`src/rtl/mult_bist_pkg.sv`:
```
// Shared definitions for the Booth multiplier BIST path: ORA state encoding and
// default MISR/product geometry also used by the pattern generator.
package mult_bist_pkg;

    localparam int          DEF_PROD_W = 8;
    localparam int          DEF_SIG_W  = 16;
    localparam logic [15:0] DEF_POLY   = 16'h1021;
    localparam logic [15:0] DEF_SEED   = 16'hFFFF;

    typedef enum logic [1:0] {
        IDLE,
        ISSUE,
        WAIT,
        DONE
    } ora_state_t;

endpackage

```
`src/rtl/mult_misr.sv`:
```
// Multiple-input signature register: Galois-style shift with polynomial feedback,
// product XORed into the low bits on every enabled cycle.
module mult_misr
    import mult_bist_pkg::*;
#(
    parameter int               PROD_W  = DEF_PROD_W,
    parameter int               SIG_W   = DEF_SIG_W,
    parameter logic [SIG_W-1:0] POLY    = SIG_W'(DEF_POLY),
    parameter logic [SIG_W-1:0] RST_VAL = SIG_W'(DEF_SEED)
) (
    input  logic              clk,
    input  logic              rst,
    input  logic              load,
    input  logic              en,
    input  logic [SIG_W-1:0]  seed,
    input  logic [PROD_W-1:0] din,
    output logic [SIG_W-1:0]  sig
);

    logic [SIG_W-1:0] feedback;
    logic [SIG_W-1:0] sig_next;

    always_comb begin
        feedback = sig[SIG_W-1] ? POLY : '0;
        sig_next = {sig[SIG_W-2:0], 1'b0} ^ feedback ^ SIG_W'(din);
    end

    // Load takes priority so a new session always starts from a clean seed.
    always_ff @(posedge clk or posedge rst) begin
        if (rst) begin
            sig <= RST_VAL;
        end else if (load) begin
            sig <= seed;
        end else if (en) begin
            sig <= sig_next;
        end
    end

endmodule

```
`src/rtl/mult_ora.sv`:
```
// Output response analyser for the Booth multiplier BIST: issues one start per
// vector, captures each product into the MISR and compares against a golden value.
module mult_ora
    import mult_bist_pkg::*;
#(
    parameter int               PROD_W    = DEF_PROD_W,
    parameter int               SIG_W     = DEF_SIG_W,
    parameter int               N_VECTORS = 64,
    parameter logic [SIG_W-1:0] POLY      = SIG_W'(DEF_POLY),
    parameter logic [SIG_W-1:0] SEED      = SIG_W'(DEF_SEED),
    parameter logic [SIG_W-1:0] GOLDEN    = '0,
    parameter int               TIMEOUT   = 8
) (
    input  logic              clk,
    input  logic              rst,
    input  logic              test_en,
    input  logic              busy,
    input  logic [PROD_W-1:0] prod,
    output logic              start,
    output logic [SIG_W-1:0]  signature,
    output logic [15:0]       vec_count,
    output logic              done,
    output logic              pass,
    output logic              timeout
);

    localparam int WC_W = $clog2(TIMEOUT + 1);

    ora_state_t       state;
    ora_state_t       state_next;
    logic [WC_W-1:0]  wait_cnt;
    logic [15:0]      vec_count_r;
    logic             timeout_r;
    logic             session_start;
    logic             capture;
    logic             timed_out;
    logic             last_vec;

    assign last_vec = (vec_count_r + 16'd1) == 16'(N_VECTORS);

    // Abort has priority over capture and timeout; busy is stale while wait_cnt is 0.
    always_comb begin
        state_next    = state;
        start         = 1'b0;
        done          = 1'b0;
        session_start = 1'b0;
        capture       = 1'b0;
        timed_out     = 1'b0;
        case (state)
            IDLE: begin
                if (test_en) begin
                    session_start = 1'b1;
                    state_next    = ISSUE;
                end
            end
            ISSUE: begin
                start      = 1'b1;
                state_next = test_en ? WAIT : IDLE;
            end
            WAIT: begin
                if (!test_en) begin
                    state_next = IDLE;
                end else if ((wait_cnt != '0) && !busy) begin
                    capture    = 1'b1;
                    state_next = last_vec ? DONE : ISSUE;
                end else if (wait_cnt == WC_W'(TIMEOUT - 1)) begin
                    timed_out  = 1'b1;
                    state_next = DONE;
                end
            end
            DONE: begin
                done = 1'b1;
                if (!test_en) begin
                    state_next = IDLE;
                end
            end
            default: state_next = IDLE;
        endcase
    end

    always_ff @(posedge clk or posedge rst) begin
        if (rst) begin
            state       <= IDLE;
            wait_cnt    <= '0;
            vec_count_r <= '0;
            timeout_r   <= 1'b0;
        end else begin
            state <= state_next;
            if (state == ISSUE) begin
                wait_cnt <= '0;
            end else if (state == WAIT) begin
                wait_cnt <= wait_cnt + WC_W'(1);
            end
            if (session_start) begin
                vec_count_r <= '0;
                timeout_r   <= 1'b0;
            end else if (capture) begin
                vec_count_r <= vec_count_r + 16'd1;
            end
            if (timed_out) begin
                timeout_r <= 1'b1;
            end
        end
    end

    mult_misr #(
        .PROD_W  (PROD_W),
        .SIG_W   (SIG_W),
        .POLY    (POLY),
        .RST_VAL (SEED)
    ) u_misr (
        .clk  (clk),
        .rst  (rst),
        .load (session_start),
        .en   (capture),
        .seed (SEED),
        .din  (prod),
        .sig  (signature)
    );

    assign vec_count = vec_count_r;
    assign timeout   = timeout_r;
    assign pass      = done && (signature == GOLDEN) && !timeout_r;

endmodule

```
`config.mk`:
```
export PLATFORM = sky130hd
export DESIGN_NAME = mult_ora
export DESIGN_NICKNAME = d
export VERILOG_FILES = /design/src/rtl/mult_bist_pkg.sv /design/src/rtl/mult_misr.sv /design/src/rtl/mult_ora.sv
export SDC_FILE = /design/constraint.sdc
export NUM_CORES = 1
export LEC_CHECK = 0
export ABC_AREA = 0
export CAP_MARGIN = 20
export CORE_MARGIN = 4
export CORE_UTILIZATION = 35
export DETAILED_ROUTE_END_ITERATION = 12
export GPL_ROUTABILITY_DRIVEN = 1
export SETUP_SLACK_MARGIN = 0.2
export SYNTH_ARGS = -nofsm -noshare
export SYNTH_HDL_FRONTEND = slang
export SYNTH_SLANG_ARGS = --single-unit
```
`constraint.sdc`:
```
create_clock -name clk -period 2.19 [get_ports clk]
set_clock_uncertainty 0.05 [all_clocks]
set_input_delay 0.438 -clock clk [delete_from_list [all_inputs] [get_ports clk]]
set_output_delay 0.438 -clock clk [all_outputs]
set_load 0.05 [all_outputs]
```
# --- After elaboration in Yosys (flattened, before gate mapping) ---
# Index checks and enable logic that the tools add are counted.
totals:
  register_bits: 39
  latch_bits: 0
  ram_bits: 0
  out_inout_bits: 36
  mem_bits_ro: 0
  memories: 0
  input_bits: 12
  wordCells: 57
op_classes:
  n_lt_le_gt_ge: 0
  shifts: 0
  add_sub_neg: 2
  bitwise_logic: 2
  n_eq_ne: 8
  n_mul: 0
  reduce_logical: 12
  n_div: 0
  muxes: 28
op_table:
  columns: ["operator", "n"]
  rows:
  - ["$mux 16", 4]
  - ["$add 16x1->16 const B", 1]
  - ["$eq 16x7->1 const B", 1]
  - ["$logic_not 16->1", 1]
  - ["$xor 16x16->16", 1]
  - ["$xor 16x8->16", 1]
  - ["$mux 2", 7]
  - ["$mux 1", 13]
  - ["$mux 13", 1]
  - ["$mux 4", 2]
  - ["$pmux 2 s4", 1]
  - ["$reduce_bool 2->1", 3]
  - ["$add 4x1->4 const B", 1]
  - ["$eq 2x2->1 const B", 2]
  - ["$eq 4x3->1 const B", 1]
  - ["$ne 2x2->1 const B", 2]
  - ["$ne 4x4->1 const B", 1]
  - ["$reduce_bool 4->1", 1]
  - ["$logic_and 1x1->1", 3]
  - ["$reduce_and 3->1", 1]
  - ["$eq 2x1->1 const B", 1]
  - ["$logic_not 1->1", 2]
  - ["$logic_not 2->1", 1]

# --- Logic depth before layout (Yosys ltp) ---
logic_depth:
  depth_word: 7
  mapped_depth: 8

# --- By module ---
# Synthesis repeated with hierarchy kept, for this count alone.
unflattened:
  cells_unflattened: 266
  hier_area_um2: 2442.3
by_module_without_submodules:
  columns: ["module", "n_inst", "area_each_um2", "cells_each"]
  rows:
  - ["mult_ora", 1, 1570.3, 184]
  - ["mult_misr", 1, 872.1, 82]

# --- Least setup slack after synthesis ---
# No wires, ideal clock.
synth_path:
  kind: "register to output"
  from: "register state[0]"
  to: "output pass"
  arrival_time_ns: 2.426
  stages_incl_launch_ff: 4
  t_required_ns: 1.702
  path_slack_ns: -0.724
  cell_sequence: "dfrtp_1 -> ha_1 -> nand2b_1 -> nor4_1"
synth_between:
  elab_chain_len: 4
synth_rtl:
  columns: ["item", "line", "source"]
  rows:
  - ["from (decl)", "mult_ora.sv:29", "ora_state_t state;"]
  - ["from (signal assigned)", "mult_ora.sv:88", "state <= state_next;"]
  - ["$eq 2x2->1", "mult_ora.sv:49", "case (state)"]
  - ["$mux 1", "mult_ora.sv:49", null]
  - ["net done", "mult_ora.sv:22", "output logic done,"]
  - ["$logic_and 1x1->1 (2 in a row)", "mult_ora.sv:123", "assign pass = done && (signature == GOLDEN) && !timeout_r;"]
  - ["to (decl)", "mult_ora.sv:23", "output logic pass,"]
# The timed path passes the listed nets, and every way through them passes these cells.

# --- Worst setup path after layout ---
layout_path:
  from: "register u_misr.sig[0]"
  to: "output pass"
layout_between:
  elab_chain_len: 3
layout_rtl:
  columns: ["item", "line", "source"]
  rows:
  - ["from (decl)", "mult_misr.sv:17", "output logic [SIG_W-1:0] sig"]
  - ["from (signal assigned)", "mult_misr.sv:35", "sig <= sig_next;"]
  - ["$logic_not 16->1", "mult_ora.sv:123", null]
  - ["$logic_and 1x1->1 (2 in a row)", "mult_ora.sv:123", null]
# Every way passes these cells.

==> results.cfg <==
[run_status]
status = completed

[synth]
yosysWarnings = 0
syn_area_um2 = 2220
postSynthCellCount = 231
synth_top_cell_by_area = dfrtp_1
syn_avg_cell_area_um2 = 9.60
synthArstFlopShare = 1.00
syn-num-nets = 251
synth_ff_type = dfrtp_1
synth_cell_types = 43
ys_seq_elements = 39
synth-edff-count = 0
synth_top_area_share = 0.259
yosysSeqAreaShare = 0.449
synth.area.top_cells = dfrtp_1 26%, dfstp_2 19%, nand2_1 5.1%, o21ai_0 4.7%, ha_1 4.5%

[sta]
grt_setup_unrepaired = yes
max_slew_margin = 0.663
min_period_ns = 2.08
finalHoldViolations = 0
fmax_mhz = 480
worst_pin_slew_ns = 0.505
finalSetupViolCount = 0
fin_crit_sh = 0.951
tns_ns = 0
slew_violations = 0

[critical_path]
reg2regPathDepth = 8
rrSetupSlack_ns = 0.28
cp-start-kind = flop
r2r-start = wait_cnt[0]
end_kind = primary output
critical_path_class = flop to primary output
setup.worst_path.start = u_misr.sig[0]
arrival_ns = 1.59
required_ns = 1.70
cp-endpoint = pass
r2r-end = vec_count[8]
path_max_fanout = 4

[placement]
hpwl_um = 4040
port_buffers = 47
dpl.cell_count = 358
gp_congestion = 0.788

[routing]
wl_um = 6030
firstDrtPassIters = 4
dr.first_iter.drc_count = 86
ant_nets = 0
vias_per_cell = 5.49
wl_per_cell_um = 15.9
drc = 0
vias = 2079

[min_path]
hp-class = flop to flop
hold_depth = 2

[pwr]
sw_frac_of_total = 0.370
netSwitchingPower_uw = 813
internal_power_uw = 1390
pwr-share-seq = 0.390
pwr-share-clk = 0.215
combinationalPowerShare = 0.394
p_per_area_nw_per_um2 = 692
p_leak_uw = 0.00136
ir_worst_vdd_mv = 0.306

[clock_network]
insertion_delay_ns = 0.30
clock_path_buffers = 2
cts-root-buf = clkbuf_8
tritoncts = done
clk_transition_reported_paths_ns = 0.08
clock_sinks = 39
htree_levels = 2
cts_buffers = 5

[global_route]
grt_max_degree = 40
track_usage = 0.160
gr-total-overflow = 0
antenna_found_initial = 0
grt_pass1_wl_um = 9620
grt_pass1_vias = 1925

[finish]
final_layout_size_suffix_gt1_frac = 0.345
regArea_um2 = 1010
diodes = 0
multi_input_area_um2 = 1280
syn_to_final_growth_pct = 43.1
layout.cells.non_filler = 379
nNetsFinal = 323
fillers = 557

[floorplanning]
start_util = 0.368
core_um2 = 6030
rows = 28
die_x_um = 87.6
num_io_pins = 48
die_height_um = 87.6
die_area_um2 = 7680

[run]
drv_cap = 0
worst min-delay path by stage:
| stage | from | end |
|---|---|---|
| after floorplan | wait_cnt[3] | wait_cnt[3] |
| after global placement | u_misr.sig[12] | u_misr.sig[12] |
| after detailed placement | u_misr.sig[12] | u_misr.sig[12] |
| after CTS | u_misr.sig[6] | u_misr.sig[6] |
| after global routing | u_misr.sig[14] | u_misr.sig[15] |
| final | u_misr.sig[6] | u_misr.sig[6] |
final cells by class:
cell class              count  area share
well taps                  75      0.0296
repair buffers             72       0.217
multi-input cells         179       0.402
clock inverters             3     0.00473
flip-flops and latches     39       0.318
clock buffers               5      0.0217
inverters                   6     0.00709
cell families (layout without fill, tap and decap cells):
logic type	after synthesis	in the layout	synth area share
AO/OA/AOI/OAI	62	62	0.176
XOR/XNOR	15	15	0.0592
adder cells (fa/ha/maj)	8	8	0.0451
buffers and inverters	13	86	0.0243
flip-flops	39	39	0.449
multiplexers	5	5	0.0226
AND/OR/NAND/NOR	89	89	0.224
Yosys cell counts (all sizes together), types with 3 or more instances:
cell,number
inv,6
and3,3
xnor2,10
o31ai,4
ha,8
nor2,15
xor2,5
nand3,10
nor3,6
clkbuf,3
nand2,31
buf,4
a221o,3
o21ai,29
nor4,11
a21oi,12
a22o,3
dfrtp,23
nand4,4
dfstp,16
mux2i,5
state kept, by name, indices dropped and copies added, names as in the netlist:
| signal | cells |
|---|---|
| u_misr.sig | 16 |
| vec_count | 16 |
| wait_cnt | 4 |
| state | 2 |
| timeout | 1 |
stage by stage:
step                area, um2  utilization  setup slack, ns  hold slack [ns]  total power, uW
finish                   3180        0.527            0.108            0.478             2200
global route             3180        0.527           0.0127            0.505             2350
CTS                      2970        0.493           0.0503            0.481             2150
detailed placement       2870        0.476          0.00637            0.466             1630
global placement         2870        0.476           0.0592            0.458             1620
floorplan                2250            -            0.201            0.442             1330
critical path, cell delays in order, from the launching register on:
cell     delay [ns]
dfstp_2        0.40
nor4_2         0.31
nand4_1        0.19
nor4_4         0.22
buf_12         0.18
power by group through the flow:
stage	combinational, uW	sequential, uW	clock [uW]
floorplan	394	940	0
global placement	755	868	0
detailed placement	763	870	0
CTS	795	853	501
global route	944	868	535
finish	867	858	473
per-layer routing:
layer	share of wire	wire (um)	track usage	vias to the layer above
met1	0.45	2700	0.211	1024
li1	-	-	-	985
met3	0.059	356	0.0423	11
met5	0	0	0	-
met4	0.020	121	0.0516	0
met2	0.47	2850	0.255	59
cell usage in the layout, fill, tap and decap left out, types with 4 or more instances in the layout:
cell,count
nand4_1,4
o21ai_1,9
o21ai_0,20
xnor2_1,10
ha_1,4
nand2_1,29
buf_4,37
nor4_2,4
xor2_1,5
nor2_1,15
buf_12,5
dfstp_2,16
nand3_1,8
nor4_4,4
clkbuf_8,5
nor3_1,4
clkdlybuf4s50_1,11
dfrtp_2,10
dlygate4sd2_1,16
dfrtp_1,13
mux2i_1,5
a21oi_1,12
timing repair:
| item | CTS | global route |
|---|---|---|
| gates resized for setup | 21 | 20 |
| endpoints found under the setup margin | 19 | 17 |
| hold buffers | 0 | 0 |
| pin swaps | 0 | 5 |
| gates cloned | 0 | 2 |
| buffers inserted | 2 | 9 |
Note: power is estimated with default switching activity, not from simulation.
==> RTL edit: new RTL, same flow settings <==
Reset style: synchronous (`rst`), changed in 2 clocked blocks.
--- a/src/rtl/mult_misr.sv
+++ b/src/rtl/mult_misr.sv
@@ -28,3 +28,3 @@
     // Load takes priority so a new session always starts from a clean seed.
-    always_ff @(posedge clk or posedge rst) begin
+    always_ff @(posedge clk) begin
         if (rst) begin
--- a/src/rtl/mult_ora.sv
+++ b/src/rtl/mult_ora.sv
@@ -80,3 +80,3 @@
 
-    always_ff @(posedge clk or posedge rst) begin
+    always_ff @(posedge clk) begin
         if (rst) begin
Behaviour: differs if rst is asserted again (counterexample within 4 cycles, from zero or initial values and one cycle with rst high); with rst held inactive, the same outputs for 10 cycles.
==> RTL edit against the original RTL <==
- global-route usage decreased by 1.2 points
- sequential cell count unchanged
- routed wire length decreased by 16%
- worst setup slack improved by 0.16 ns
- synthesized area decreased by 6.3%
- final area decreased by 13%
- synthesized cell count increased by 13%
Power is not compared: it rests on default switching activity, and its combinational part moved more than twofold at a synthesized area within 25%.
==> RTL edit: results (changes against the original RTL) <==
stage	metric	value	unit	change
logic_synthesis	Primary FF master, synth	dfxtp_1		
setup_path	cell family with most CP delay	buffers and inverters		
logic_synthesis	Yosys cell types	45		+4.7%
timing	max_slew headroom	0.655		-0.00855
clock_tree	buffers inserted during post-CTS setup optimization	0		-2
finish	Ant. Diodes	0		unchanged
finish	nets@finish	319		-1.2%
finish	share of layout cells above drive strength 1	0.164		-0.181
grt	global-route wire length before repair	8840	µm	-8.1%
detailed_routing	Vias	1931		-7.1%
detailed_routing	number of DRC markers in iteration 0	114		+33%
logic_synthesis	Post-synth top cells	nand2_1, dfxtp_1, nor2_1		
pwr	P_leak	0.00108	µW	
grt	initial antenna violation count	0		unchanged
clock_tree	Clock Latency Late Sink	0.29	ns	
run_status	status	complete, no violations		
setup_path	critical path's largest stage delay	0.80	ns	+0.40 ns
grt	total routing usage reported by global routing	0.148		-0.0117
grt	largest net degree at the start of global routing	20		-50%
setup_path	CP max FO	2		-2
setup_path	Worst path slowest cell	clkdlybuf4s50_1		
setup_path	critical path data arrival time	1.43	ns	-0.16 ns
detailed_routing	Total Routed Length	5060	µm	-16%
logic_synthesis	top cells by area, synth	dfxtp_1, xnor2_1, nand2_1, nor2_1, o211ai_1		
clock_tree	Clock transition at path regs	0.08	ns	about the same
detailed_routing	DR pass1 iterations	5		+1
logic_synthesis	sequential share of the synthesized area	0.375		-0.0735
place	Final HPWL DP	3660	µm	-9.3%
clock_tree	total CTS buffers	5		unchanged
place	RePlAce Congestion	0.817		+3.8%
logic_synthesis	syn nets	275		+9.6%
logic_synthesis	asr flop ratio synth	0		-1.00
RTL edit: cell count changes after synthesis, moves of 6 or more:
| cell | before | now |
|---|---|---|
| o21ai_1 | 8 | 0 |
| a21oi_1 | 12 | 6 |
| buf_4 | 0 | 7 |
| nand2_1 | 30 | 40 |
| clkbuf_1 | 3 | 9 |
| xnor2_1 | 10 | 19 |
| nor2_1 | 15 | 29 |
| dfstp_2 | 16 | 0 |
| dfrtp_1 | 23 | 0 |
| dfxtp_1 | 0 | 39 |
| o211ai_1 | 2 | 9 |
| o21ai_0 | 21 | 8 |
RTL edit: cell type report:
cell class | instances | area, µm²
timing repair buffer | 63 | 574
clock buffer | 5 | 68.8
tap | 72 | 90.1
fill | 558 | 2890
multi-input combinational | 190 | 1170
clock inverter | 3 | 43.8
sequential | 39 | 788
inverter | 5 | 18.8
RTL edit: repair_timing:
action / in CTS / in global routing
endpoints found under the hold margin: 0 / 0
pin swaps: 0 / 1
resized for setup: 25 / 9
endpoints found under the setup margin: 25 / 8
RTL edit: path summary, 6_finish.rpt:
kind	startpoint	to	slack, ns	depth (start not counted)
min reg2reg	vec_count[1]	vec_count[1]	0.44	2
min	vec_count[1]	vec_count[1]	0.44	2
max	vec_count[13]	vec_count[13]	0.27	1
max reg2reg	wait_cnt[0]	vec_count[15]	0.35	6
RTL edit: kinds of logic (layout without fill, tap and decap cells):
family | Yosys count | after routing | share of synthesized area
AOI/OAI and AO/OA | 36 | 36 | 0.120
xor gates and xnor gates | 26 | 26 | 0.110
adders and majority gates | 3 | 3 | 0.0181
buffers and inverters | 31 | 76 | 0.0776
DFF | 39 | 39 | 0.375
muxes | 1 | 1 | 0.00481
and+or+nand+nor | 124 | 124 | 0.294
RTL edit: worst reg2reg max path: stages, from the launching register on:
cell and delay [ns]:
dfxtp_1 0.42, inv_1 0.07, ha_1 0.24, a211o_2 0.42, nor4_2 0.32, xnor2_1 0.15
nor2_1 0.05
RTL edit: per-layer routing:
layer / GRT usage / share of wire
met5: 0 / 0
met4: 0.0403 / 0.0057
met3: 0.0476 / 0.072
met2: 0.231 / 0.44
met1: 0.196 / 0.48
RTL edit: power breakdown:
| group | switching, µW | leakage, µW | internal [µW] |
|---|---|---|---|
| Combinational | 45.2 | 0.000706 | 43.4 |
| Sequential | 2.43 | 0.000318 | 711 |
| Clock | 277 | 0.0000581 | 340 |
RTL edit: per-stage QoR:
stage	worst slack, ns	area (µm²)	hold WS, ns	instances
3_3_place_gp	0.00698	2640	0.431	369
3_5_place_dp	-0.0494	2640	0.434	369
4_1_cts	0.204	2720	0.448	377
5_1_grt	0.208	2760	0.472	377
6_report	0.271	2760	0.443	377
2_1_floorplan	0.207	2090	0.424	260
